<file path="src/rtl/sm_alu_seq.sv">
// Sign-magnitude add/sub/mul/rem with valid/ready handshakes; add/sub/rem-by-zero in 1 cycle, mul/rem in M+1 cycles.
// Inputs are taken only in IDLE; a result is held in DONE until out_ready, so in_ready stays low meanwhile.
module sm_alu_seq #(
    parameter int W = 3
) (
    input  logic           clk,
    input  logic           rst_n,
    input  logic           in_valid,
    output logic           in_ready,
    input  logic [W-1:0]   a,
    input  logic [W-1:0]   b,
    input  logic [1:0]     s,
    output logic           out_valid,
    input  logic           out_ready,
    output logic [2*W-2:0] c,
    output logic           zeroflag,
    output logic           signflag,
    output logic           divbyzeroflag
);
    localparam int M  = W - 1;
    localparam int CW = (M > 1) ? $clog2(M) : 1;
    localparam logic [CW-1:0] LAST = CW'(M - 1);

    typedef enum logic [1:0] {IDLE, BUSY, DONE} state_t;
    state_t state, state_n;

    logic [CW-1:0]  cnt;
    logic           op_mul, sa, sb;
    logic [2*M-1:0] a_sh, acc;
    logic [M-1:0]   mq, dvd, bdiv, rem_r;
    logic [2*W-2:0] c_r;
    logic           zf_r, dbz_r;

    // Single-cycle add/sub on the live inputs; sub flips b's sign
    logic [2*M-1:0] am, bm, as_mag;
    logic           sb_eff, as_sign;
    always_comb begin
        am     = {{M{1'b0}}, a[M-1:0]};
        bm     = {{M{1'b0}}, b[M-1:0]};
        sb_eff = b[W-1] ^ s[0];
        if (a[W-1] == sb_eff) begin
            as_mag  = am + bm;
            as_sign = a[W-1];
        end else if (am >= bm) begin
            as_mag  = am - bm;
            as_sign = a[W-1];
        end else begin
            as_mag  = bm - am;
            as_sign = sb_eff;
        end
    end

    // One shift-add and one restoring-division step, evaluated every BUSY cycle
    logic [2*M-1:0] acc_nxt;
    logic [M:0]     t, bx, diff;
    logic [M-1:0]   rem_nxt;
    always_comb begin
        acc_nxt = acc + (mq[0] ? a_sh : '0);
        t       = {rem_r, dvd[M-1]};
        bx      = {1'b0, bdiv};
        diff    = t - bx;
        rem_nxt = (t >= bx) ? diff[M-1:0] : t[M-1:0];
    end

    logic           cap, step, res_en, res_sign, res_dbz;
    logic [2*M-1:0] res_mag;
    always_comb begin
        state_n  = state;
        cap      = 1'b0;
        step     = 1'b0;
        res_en   = 1'b0;
        res_mag  = '0;
        res_sign = 1'b0;
        res_dbz  = 1'b0;
        case (state)
            IDLE: if (in_valid) begin
                if (!s[1]) begin
                    res_en   = 1'b1;
                    res_mag  = as_mag;
                    res_sign = as_sign;
                    state_n  = DONE;
                end else if (s[0] && (b[M-1:0] == '0)) begin
                    res_en  = 1'b1;
                    res_dbz = 1'b1;
                    state_n = DONE;
                end else begin
                    cap     = 1'b1;
                    state_n = BUSY;
                end
            end
            BUSY: begin
                step = 1'b1;
                if (cnt == LAST) begin
                    res_en   = 1'b1;
                    res_mag  = op_mul ? acc_nxt : {{M{1'b0}}, rem_nxt};
                    res_sign = op_mul ? (sa ^ sb) : sa;
                    state_n  = DONE;
                end
            end
            DONE: if (out_ready) state_n = IDLE;
            default: state_n = IDLE;
        endcase
    end

    always_ff @(posedge clk or negedge rst_n) begin
        if (!rst_n) state <= IDLE;
        else        state <= state_n;
    end

    always_ff @(posedge clk or negedge rst_n) begin
        if (!rst_n) begin
            cnt    <= '0;
            op_mul <= 1'b0;
            sa     <= 1'b0;
            sb     <= 1'b0;
            a_sh   <= '0;
            acc    <= '0;
            mq     <= '0;
            dvd    <= '0;
            bdiv   <= '0;
            rem_r  <= '0;
            c_r    <= '0;
            zf_r   <= 1'b0;
            dbz_r  <= 1'b0;
        end else begin
            if (cap) begin
                cnt    <= '0;
                op_mul <= ~s[0];
                sa     <= a[W-1];
                sb     <= b[W-1];
                a_sh   <= {{M{1'b0}}, a[M-1:0]};
                acc    <= '0;
                mq     <= b[M-1:0];
                dvd    <= a[M-1:0];
                bdiv   <= b[M-1:0];
                rem_r  <= '0;
            end else if (step) begin
                cnt   <= cnt + CW'(1);
                a_sh  <= a_sh << 1;
                acc   <= acc_nxt;
                mq    <= mq >> 1;
                dvd   <= dvd << 1;
                rem_r <= rem_nxt;
            end
            // Zero magnitudes are always presented as +0
            if (res_en) begin
                c_r   <= {res_sign & (|res_mag), res_mag};
                zf_r  <= (res_mag == '0);
                dbz_r <= res_dbz;
            end
        end
    end

    assign in_ready      = (state == IDLE);
    assign out_valid     = (state == DONE);
    assign c             = c_r;
    assign zeroflag      = zf_r;
    assign signflag      = c_r[2*W-2];
    assign divbyzeroflag = dbz_r;
endmodule
</file>
<file path="config.mk">
export PLATFORM = sky130hd
export DESIGN_NAME = sm_alu_seq
export DESIGN_NICKNAME = d
export VERILOG_FILES = /design/src/rtl/sm_alu_seq.sv
export SDC_FILE = /design/constraint.sdc
export NUM_CORES = 1
export LEC_CHECK = 0
export CORE_ASPECT_RATIO = 0.8
export CORE_UTILIZATION = 45
export CTS_BUF_LIST = sky130_fd_sc_hd__clkbuf_16
export CTS_CLUSTER_DIAMETER = 80
export DETAILED_ROUTE_END_ITERATION = 8
export HOLD_SLACK_MARGIN = 0.15
export PLACE_DENSITY = 0.67
export SLEW_MARGIN = 0
export SYNTH_ARGS = -nofsm -noshare
export SYNTH_HDL_FRONTEND = slang
export SYNTH_SLANG_ARGS = --single-unit
</file>
<file path="constraint.sdc">
create_clock -name clk -period 3.15 [get_ports clk]
set_input_delay 0.945 -clock clk [delete_from_list [all_inputs] [get_ports clk]]
set_output_delay 0.945 -clock clk [all_outputs]
set_load 0.02 [all_outputs]
</file>
==> flow_summary.yaml <==
layout:
  fin_util: 0.581
  layout-drive-gt1-share: 0.117
  area_delta_synth_final_pct: 23.2
  seqCellArea_um2: 676
  fillers: 295
  multi_input_area_um2: 872
  nNetsFinal: 222
  diodes: 0
sta:
  slew_headroom: 0.591
  skew_ns: 0.00340
  setup_tns_ns: 0
  worst_pin_slew_ns: 0.612
  finalSetupViolations: 0
  slew_viol_final: 0
  final.period_utilization: 0.917
  rsz0062_at_grt: "no"
  final.min_clock_period_ns: 2.89
  fmax_mhz: 346
  finalHoldViolations: 0
setup_path:
  crit_path_max_incr_delay_ns: 0.48
  cpMaxStageDelayCell: "clkdlybuf4s50_1"
  required_ns: 3.27
  cpLargestDelayFamily: "compound AO/OA/AOI/OAI gates"
  cp-start-kind: "input port"
  path_cells: "clkdlybuf4s50_1 > inv_1 > ha_1 > fa_1 > a21boi_0 > mux2_2 > o21ai_0 > a22oi_1 > a41oi_1"
  crit_type: "in2reg"
  crit_arrival_ns: 3.01
  crit_buf_inv: 2
  critPathMaxFanout: 3
  cp-end-kind: "register"
floorplan:
  dieArea_mm2: 0.00386
  core-area_mm2: 0.00345
  die_h_um: 55.8
  fp-row-count: 19
  initial_core_util: 0.472
  io_pins: 22
  dieWidth_um: 69.2
grt:
  grt_pass1_vias: 1209
  antenna_found_initial: 0
  grt_usage: 0.201
  overflow: 0
  grt_max_degree: 28
  grt_pass1_wl_mm: 6.05
clocking:
  cts_setup_buffers: 0
  cts_root_buf: "clkbuf_16"
  postCtsHoldBufs: 0
  htreeDepth: 1
  clockBufferDepth: 2
  cts_buffers: 3
  cts_resized: 0
  cts_tree: "built"
  clk_latency_ns: 0.26
  cts_num_sinks: 27
  path_clk_slew_ns: 0.07
power:
  pwr-share-comb: 0.465
  leakage_nw: 0.950
  p_per_area_mw_per_mm2: 850
  p_switching_mw: 0.677
  p_int_mw: 1.03
  swShare: 0.398
  clkPwrFrac: 0.168
  p_seq_frac: 0.368
  ir_drop_mv: 0.550
routing:
  vias: 1301
  routed_wl_mm: 3.56
  drt_iter0_drc: 62
  drtPass1Iterations: 4
  drcViolationCount: 0
  drtAntennaViolNets: 0
  drt-wirelength-per-cell_um: 15.0
  viasPerCell: 5.47
placed_design:
  gp_congestion: 0.841
  io_buffers: 21
  hpwlAfterDp_mm: 2.74
synth:
  synth_top_area_frac: 0.416
  synth_cell_types: 44
  synth_edf_count: 0
  yosysMostFrequentCell: "nand2_1"
  synth-seq-cells: 27
  synth_area_per_cell_um2: 9.62
  syn-num-nets: 194
  synth_top_cell_by_area: "dfrtp_1"
  synthesis.area_mm2: 0.00163
  synthCells: 169
  yosys_warnings: 0
  ys_async_sr_fraction: 1.00
  ys_seq_area_frac: 0.416
  ys_top_cells_by_count: "nand2_1, dfrtp_1, o21ai_0"
  netlist_top_cells_area: "dfrtp_1, nand2_1, ha_1"
  ys.flop_type: "dfrtp_1"
hold_path:
  min_path_type: "reg2reg"
outcome:
  status: "completed"
flow_run:
  drv_cap: 0
==> cells in the final DEF, fill, tap and decap left out, types with 2 or more instances in the layout <==
master,count
and2_1,4
clkdlybuf4s50_1,21
xor2_1,2
dfrtp_1,27
or4b_4,2
buf_4,11
a211oi_1,2
ha_1,9
or2_2,2
o21ai_0,15
nand3_1,8
inv_1,9
nand2_1,34
o31ai_1,2
o41ai_1,2
clkbuf_16,3
nor2_1,7
nor2b_1,2
a21oi_1,3
fa_1,4
a22oi_1,2
xnor2_1,3
and3b_1,2
==> cell families after synthesis <==
kind of cell | count (synthesis) | synth area share
simple gates | 65 | 0.199
mux | 2 | 0.0131
buf+inv | 17 | 0.0477
fa+ha+maj | 13 | 0.119
compound gates | 39 | 0.165
xor+xnor | 6 | 0.0408
flops | 27 | 0.416
==> per-stage QoR <==
step	setup WS (ns)	power, mW	instances	hold WS, ns	area, um^2
after global routing	0.188	1.83	238	0.496	2000
after detailed placement	0.0146	1.42	234	0.465	1920
after global placement	0.0612	1.40	234	0.460	1920
after CTS	0.287	1.72	238	0.481	2000
after floorplan	0.613	1.15	169	0.446	1630
final	0.262	1.70	238	0.476	2000
==> registers in the layout, indices dropped and copies added, names as in the netlist <==
signal / flops
sa: 1
acc: 4
zeroflag: 1
sb: 1
a_sh: 4
state: 2
bdiv: 2
mq: 2
cnt: 1
c: 5
op_mul: 1
rem_r: 2
divbyzeroflag: 1
==> routing by layer <==
layer | wire (um) | GRT usage
met1 | 1730 | 0.287
met2 | 1660 | 0.318
met3 | 131 | 0.0453
met4 | 31 | 0.0350
met5 | 0 | 0
==> power by group through the flow <==
stage / clock network (mW) / registers, mW / logic, mW
finish: 0.285 / 0.626 / 0.791
global route: 0.308 / 0.648 / 0.878
CTS: 0.294 / 0.627 / 0.797
detailed placement: 0 / 0.632 / 0.789
global placement: 0 / 0.623 / 0.772
floorplan: 0 / 0.633 / 0.517
==> worst min-delay path: cells and delay by family, from the launching register on <==
| family | cells | cell delay (ns) |
|---|---|---|
| flops | 1 | 0.34 |
| simple gates | 2 | 0.10 |
==> final cells by class <==
| cell class | count | area share |
|---|---|---|
| multi-input combinational | 125 | 0.436 |
| inverter | 8 | 0.0150 |
| timing repair buffer | 32 | 0.146 |
| tap | 42 | 0.0263 |
| clock inverter | 1 | 0.00188 |
| sequential | 27 | 0.338 |
| clock buffer | 3 | 0.0375 |
==> worst paths after layout <==
path                                from       end  slack, ns  cells past startpoint
worst max-delay path                a[0]      c[4]       0.26                      9
worst min-delay path                c[3]      c[3]       0.48                      2
worst max register to register  state[0]  zeroflag       1.06                      5
worst min register to register      c[3]      c[3]       0.48                      2
max in group asynchronous          rst_n    acc[1]       1.83                      2
min in group asynchronous          rst_n    acc[2]       1.06                      2
Power figures use the tool's default switching activity.
